**config.mk**
```make
export PLATFORM = sky130hd
export DESIGN_NAME = seq_divider
export DESIGN_NICKNAME = d
export VERILOG_FILES = /design/src/rtl/seq_divider.sv
export SDC_FILE = /design/constraint.sdc
export NUM_CORES = 1
export LEC_CHECK = 0
export ABC_AREA = 1
export BUFFER_PORTS_ARGS = -buffer_cell sky130_fd_sc_hd__buf_2
export CAP_MARGIN = 20
export CORE_UTILIZATION = 40
export DETAILED_ROUTE_END_ITERATION = 6
export SLEW_MARGIN = 40
export SYNTH_ARGS = -nofsm -noshare
export SYNTH_HDL_FRONTEND = slang
export SYNTH_SLANG_ARGS = --single-unit
```
**constraint.sdc**
```tcl
create_clock -name clk -period 2.7 [get_ports clk]
set_input_delay 0.27 -clock clk [delete_from_list [all_inputs] [get_ports clk]]
set_output_delay 0.27 -clock clk [all_outputs]
set_load 0.02 [all_outputs]
```
**src/rtl/seq_divider.sv**
```systemverilog
// Sequential unsigned restoring divider: one quotient bit per clock, MSB first.
// Divide-by-zero short-circuits straight to DONE with quotient all ones.
module seq_divider #(
  parameter int WIDTH = 8
) (
  input  logic             clk,
  input  logic             rst_n,
  input  logic             start,
  input  logic [WIDTH-1:0] dividend,
  input  logic [WIDTH-1:0] divisor,
  output logic             busy,
  output logic             done,
  output logic [WIDTH-1:0] quotient,
  output logic [WIDTH-1:0] remainder,
  output logic             div_by_zero
);

  localparam int CW = $clog2(WIDTH);
  localparam logic [CW-1:0] LAST = CW'(WIDTH - 1);

  typedef enum logic [1:0] {IDLE, RUN, DONE} state_t;

  state_t           state_reg;
  logic [WIDTH-1:0] dvd_reg;
  logic [WIDTH-1:0] dvs_reg;
  logic [WIDTH-1:0] p_reg;
  logic [WIDTH-1:0] q_reg;
  logic [CW-1:0]    count_reg;

  logic [WIDTH:0]   p_shift;
  logic [WIDTH-1:0] p_next;
  logic [WIDTH-1:0] q_next;
  logic             q_bit;

  // The stored remainder is always below the divisor, so WIDTH bits suffice;
  // the shifted value needs the extra bit for the compare.
  always_comb begin
    p_shift = {p_reg, dvd_reg[WIDTH-1]};
    p_next  = p_shift[WIDTH-1:0];
    q_bit   = 1'b0;
    if (p_shift >= {1'b0, dvs_reg}) begin
      p_next = WIDTH'(p_shift - {1'b0, dvs_reg});
      q_bit  = 1'b1;
    end
    q_next = {q_reg[WIDTH-2:0], q_bit};
  end

  always_ff @(posedge clk or negedge rst_n) begin
    if (!rst_n) begin
      state_reg   <= IDLE;
      dvd_reg     <= '0;
      dvs_reg     <= '0;
      p_reg       <= '0;
      q_reg       <= '0;
      count_reg   <= '0;
      busy        <= 1'b0;
      done        <= 1'b0;
      quotient    <= '0;
      remainder   <= '0;
      div_by_zero <= 1'b0;
    end else begin
      case (state_reg)
        IDLE: begin
          done <= 1'b0;
          if (start) begin
            dvd_reg   <= dividend;
            dvs_reg   <= divisor;
            p_reg     <= '0;
            q_reg     <= '0;
            count_reg <= '0;
            if (divisor == '0) begin
              quotient    <= '1;
              remainder   <= dividend;
              div_by_zero <= 1'b1;
              done        <= 1'b1;
              state_reg   <= DONE;
            end else begin
              busy      <= 1'b1;
              state_reg <= RUN;
            end
          end
        end
        RUN: begin
          p_reg     <= p_next;
          q_reg     <= q_next;
          dvd_reg   <= dvd_reg << 1;
          count_reg <= count_reg + 1'b1;
          if (count_reg == LAST) begin
            quotient    <= q_next;
            remainder   <= p_next;
            div_by_zero <= 1'b0;
            busy        <= 1'b0;
            done        <= 1'b1;
            state_reg   <= DONE;
          end
        end
        DONE: begin
          done      <= 1'b0;
          state_reg <= IDLE;
        end
        default: begin
          busy      <= 1'b0;
          done      <= 1'b0;
          state_reg <= IDLE;
        end
      endcase
    end
  end

endmodule

```
Word-level counts from Yosys, hierarchy flattened:

Cells that the tools add are included.

* reduce and logical (&&, ||, !) cells: 8
* add/sub/neg operators: 2
* muxes and demuxes: 32
* bitwise gates (word level): 1
* magnitude comparators: 1
* equality and inequality tests: 7

Operators by type and width (count)
* 2-to-1 mux 8 bit: 9
* one-hot mux 8 bit (2 select lines): 4
* one-hot mux 7 bit (2 select lines): 1
* >= comparator 9 x 8 -> 1 bit: 1
* 2-to-1 mux 1 bit: 9
* zero test 8 bit: 1
* != test 2 bit, second input constant: 4
* AND reduction 4 bit: 2
* subtractor 8 bit: 1
* 2-to-1 mux 2 bit: 3
* one-hot mux 3 bit (2 select lines): 1
* AND reduction 2 bit: 3
* one-hot mux 1 bit (2 select lines): 2
* one-hot mux 2 bit (2 select lines): 1
* adder 3 x 1 -> 3 bit, second input constant: 1
* equality test 3 bit, second input constant: 1
* 2-to-1 mux 3 bit: 1
* one-hot mux 1 bit (3 select lines): 1
* equality test 2 x 1 -> 1 bit, second input constant: 1
* equality test 2 bit, second input constant: 1
* zero test 2 bit: 1
* nonzero test 2 bit: 1
* NOT 1 bit: 1

* output and inout bits: 19
* word-level logic and storage cells: 62
* input port bits: 19
* register bits: 55

Logic depth before layout (Yosys ltp):

* depth in word-level cells: 4
* depth in mapped cells: 13
* mapped depth without buffers: 13

Worst setup path before layout:

No wires, ideal clock.

* path type: register -> register
* from: reg p_reg[2]
* to: reg remainder[7]
* required time: 2.587 ns
* arrival time: 1.499 ns
* period minus slack after synthesis: 1.612 ns
* buffers on the path: 0
* stages on the path, launching flop included: 11
* setup time: 0.113 ns
* path slack: 1.088 ns
* path through: dfrtp_1 ha_1 nand2_1 nor2_1 nand2_1 nand3_1 nand3_2 nand4_1 nand3_1 nand2_1 inv_1

* word-level cells in the longest chain between the ends: 4
* elaborated cells on any way between the ends: 5
* those cells by class: add/sub (1); order compare (1); mux (3)

RTL lines
* start: declaration: RTL line 26 `logic [WIDTH-1:0] p_reg;`
* start signal: assignment: RTL line 84 `p_reg <= p_next;`
* subtractor 8 bit or >= comparator 9 x 8 -> 1 bit (tied branches): RTL line 42, 41
* 2-to-1 mux 8 bit *: RTL line 41 `if (p_shift >= {1'b0, dvs_reg}) begin`
* 2-to-1 mux 8 bit *: RTL line 88 `if (count_reg == LAST) begin`
* one-hot mux 8 bit (2 select lines) *: RTL line 62 `case (state_reg)`
* end signal: assignment: RTL line 73 `remainder <= dividend;`
* end signal: assignment: RTL line 90 `remainder <= p_next;`
* end: declaration: RTL line 14 `output logic [WIDTH-1:0] remainder,`

Mark *: on every way between the ends. The rest lies on a longest branch, timed or not. The select of a mux whose other input is x is not followed.
A chain may end at the register's enable or synchronous reset.

Final worst setup path:

* from: reg state_reg[1]
* to: reg remainder[6]

* word-level cells in the longest chain between the ends: 3
* elaborated cells on any way between the ends: 8
* those cells by class: eq/ne (4); mux (1); reduce/logical (3)

RTL lines
* start: declaration: RTL line 23 `state_t state_reg;`
* start signal: assignment: RTL line 50 `state_reg <= IDLE;`
* start signal: assignment: RTL line 76 `state_reg <= DONE;`
* start signal: assignment: RTL line 79 `state_reg <= RUN;`
* equality test 2 x 1 -> 1 bit or zero test 2 bit (tied branches): RTL line 62
* != test 2 bit (no line) or nonzero test 2 bit (tied branches)
* AND reduction 4 bit (no line)

Parallel ways exist; a longest one is shown, timed or not.

==> impl_metrics.tcl <==
set metrics [dict create \
    synth_most_common_cell "nand2_1" \
    start_util_pct 41.96 \
    worstSkewPairLatency_ns 0.31 \
    synth_top_area_share_pct 47.50 \
    maxCapViolations 0 \
    synthCells 358 \
    syn_nets 388 \
    h-tree-depth 2 \
    totalWireLength_mm 6.386 \
    cp_slowest_cell "dfrtp_1" \
    path_common_cell "inv_2" \
    r2r_cells 9 \
    fp.dieW_um 87.12 \
    finalWorstSetupSlack_ns 0.4991 \
    grt_start_max_net_pins 29 \
    vias 2390 \
    synth_edf_count 0 \
    drive_gt1_share_pct 15.91 \
    cp.required_ns 2.91 \
    viasPerCell 4.858 \
    fin_cells 492 \
    clock_tree.buffer_depth 2 \
    rows 30 \
    rsz0062_at_grt "no" \
    final.setup.tns_ns 0 \
    ys_dominant_reg_cell "dfrtp_1" \
    cp_slowest_stage_delay_ns 0.43 \
    run_status "completed" \
    holdWs_ns 0.1736 \
    grt_pass1_vias 2342 \
    drc 0 \
    ios 38 \
    path_delay_family "simple AND/OR/NAND/NOR gates" \
    pre_cts_ws_ns 0.5272 \
    power_density_nw_per_um2 1406 \
    skew_ns 0.01397 \
    crit_type "reg2reg" \
    rr_endpoint "remainder[6]$_DFFE_PN0P_" \
    period_needed_ns 2.201 \
    synth_common_cells "nand2_1 (79), dfrtp_1 (55), inv_1 (54)" \
    grt_overflow 0 \
    cp_num_buf_inv 4 \
    path_cells "nor2_4 > inv_2 > nor2_1 > inv_2 > o211ai_4 > inv_2 > or2_1 > nand2_1 > inv_1" \
    track_usage_pct 19.20 \
    leakage_nw 1.677 \
    start_kind "flop" \
    tightest_slew_ns 0.6307 \
    yosysTopAreaCell "dfrtp_1" \
    die_h_um 87.12 \
    clock-sinks 55 \
    final_max_slew_viol_count 0 \
    register_area_um2 1376 \
    wire_per_inst_um 12.98 \
    fmaxAchievable_ghz 0.4544 \
    coreArea_um2 6907 \
    hp-class "in2reg" \
    drt_iter0_markers 84 \
    numCtsBuffers 5 \
    synth_seq_cells 55 \
    grt_pass1_wl_mm 11.16 \
    cts_tree "built" \
    cp.arrival_ns 2.41 \
    vdd_drop_max_v 0.0005687 \
    crit_path_end "remainder[6]$_DFFE_PN0P_" \
    syn_area_per_cell_um2 8.094 \
    fin_crit_sh_pct 81.51 \
    slew_headroom_pct 57.95 \
    gp_congestion 0.8332 \
    cts.clk_slew.worst_paths_ns 0.10 \
    rrSetupSlack_ns 0.50 \
    antenna_found_initial 0 \
    async_flop_share_pct 100.0 \
    ys_types 30 \
    firstDrtPassIters 5 \
    cp-end-kind "flop" \
    numPortBuffers 37 \
    dp_hpwl_mm 4.814 \
    cp-startpoint "state_reg[1]$_DFFE_PN0P_" \
    die-area_um2 7589 \
    synthesis.area_um2 2898 \
    dp.cells 483 \
    crit_cells 9 \
    hold_viol_final 0 \
    cts_root_buf "clkbuf_8" \
    nets 425 \
    nFillCells 714 \
    antenna_cells 0 \
    ant_nets 0 \
    synth_seq_area_share_pct 47.50 \
    yosysWarnings 0 \
    final_core_util_pct 47.26 \
    rr_startpoint "state_reg[1]$_DFFE_PN0P_" \
    synth_area_leaders "dfrtp_1 (47%), nand2_1 (10%), inv_1 (7.0%), nor2_1 (5.3%), nand3_1 (5.2%)" \
    setup_viol 0 \
    post-cts-setup-buffers 0 \
    area_growth_pct 12.65 \
    crit_fanout 19 \
    multiInputGateArea_um2 1230 \
]
## worst reg2reg max path, delay by kind of cell (launching register included)
| family | cells | cell delay [ns] |
|---|---|---|
| simple gates | 4 | 0.95 |
| compound gates | 1 | 0.16 |
| buf+inv | 4 | 0.58 |
| flops | 1 | 0.43 |
## per-layer routing
metal / vias up / global-route usage (%) / wire [µm]
met2: 55 / 28.92 / 2776
met3: 9 / 3.318 / 218
met1: 1110 / 28.03 / 3280
met5: - / 0 / 0
li1: 1216 / - / -
met4: 0 / 6.408 / 111
## what timing repair did
action	in CTS	in global routing
hold endpoints to repair	27	0
hold buffers	1	0
gates resized for setup	0	0
## cell families (layout without fill, tap and decap cells)
group,count (synthesis),in the layout,share of synthesized area (%)
AO/OA/AOI/OAI,43,43,9.067
buffers and inverters,71,109,10.06
flip-flops,55,55,47.50
AND/OR/NAND/NOR,175,175,27.46
adder cells (fa/ha/maj),11,11,5.009
XOR/XNOR,3,3,0.9069
## placed cells by master (no fill, tap or decap), types with 2 or more instances in the layout
master,instances
buf_2,37
clkbuf_8,5
a21oi_1,13
o211ai_1,2
ha_1,10
buf_4,2
xnor2_1,3
o22ai_1,6
nand3_1,30
nor2_4,2
o21ai_0,11
a31oi_1,6
inv_1,54
inv_2,6
a22o_1,2
or2_1,8
nand2_1,79
nor2_1,41
dfrtp_1,55
nand4_1,10
## worst min path at each step
stage | start | end | slack [ns] | depth (start not counted)
final | divisor[0] | dvs_reg[0]$_DFFE_PN0P_ | 0.17 | 3
after global routing | divisor[1] | dvs_reg[1]$_DFFE_PN0P_ | 0.17 | 3
after CTS | divisor[0] | dvs_reg[0]$_DFFE_PN0P_ | 0.17 | 3
after detailed placement | rst_n | remainder[7]$_DFFE_PN0P_ | 0.32 | 1
after global placement | rst_n | remainder[7]$_DFFE_PN0P_ | 0.33 | 1
after floorplan | rst_n | busy$_DFFE_PN0P_ | -0.03 | 0
## layout make-up
type,count,area share [%]
clock inverter,3,0.8432
timing repair buffer,40,6.439
inverter,61,7.091
clock buffer,5,2.108
sequential,55,42.16
tap,96,3.680
multi-input combinational,232,37.68
## power by group
group,switching [mW],total (mW),internal (mW)
Sequential,0.203,1.42,1.22
Clock,0.292,0.483,0.191
Combinational,1.77,2.69,0.918
Total,2.26,4.59,2.33
## stage by stage
stage | total power [mW] | instance area [µm²]
floorplan | 3.500 | 2898
global placement | 4.078 | 3158
detailed placement | 4.139 | 3158
CTS | 4.630 | 3264
global route | 5.075 | 3264
finish | 4.591 | 3264
Power figures use the tool's default switching activity.
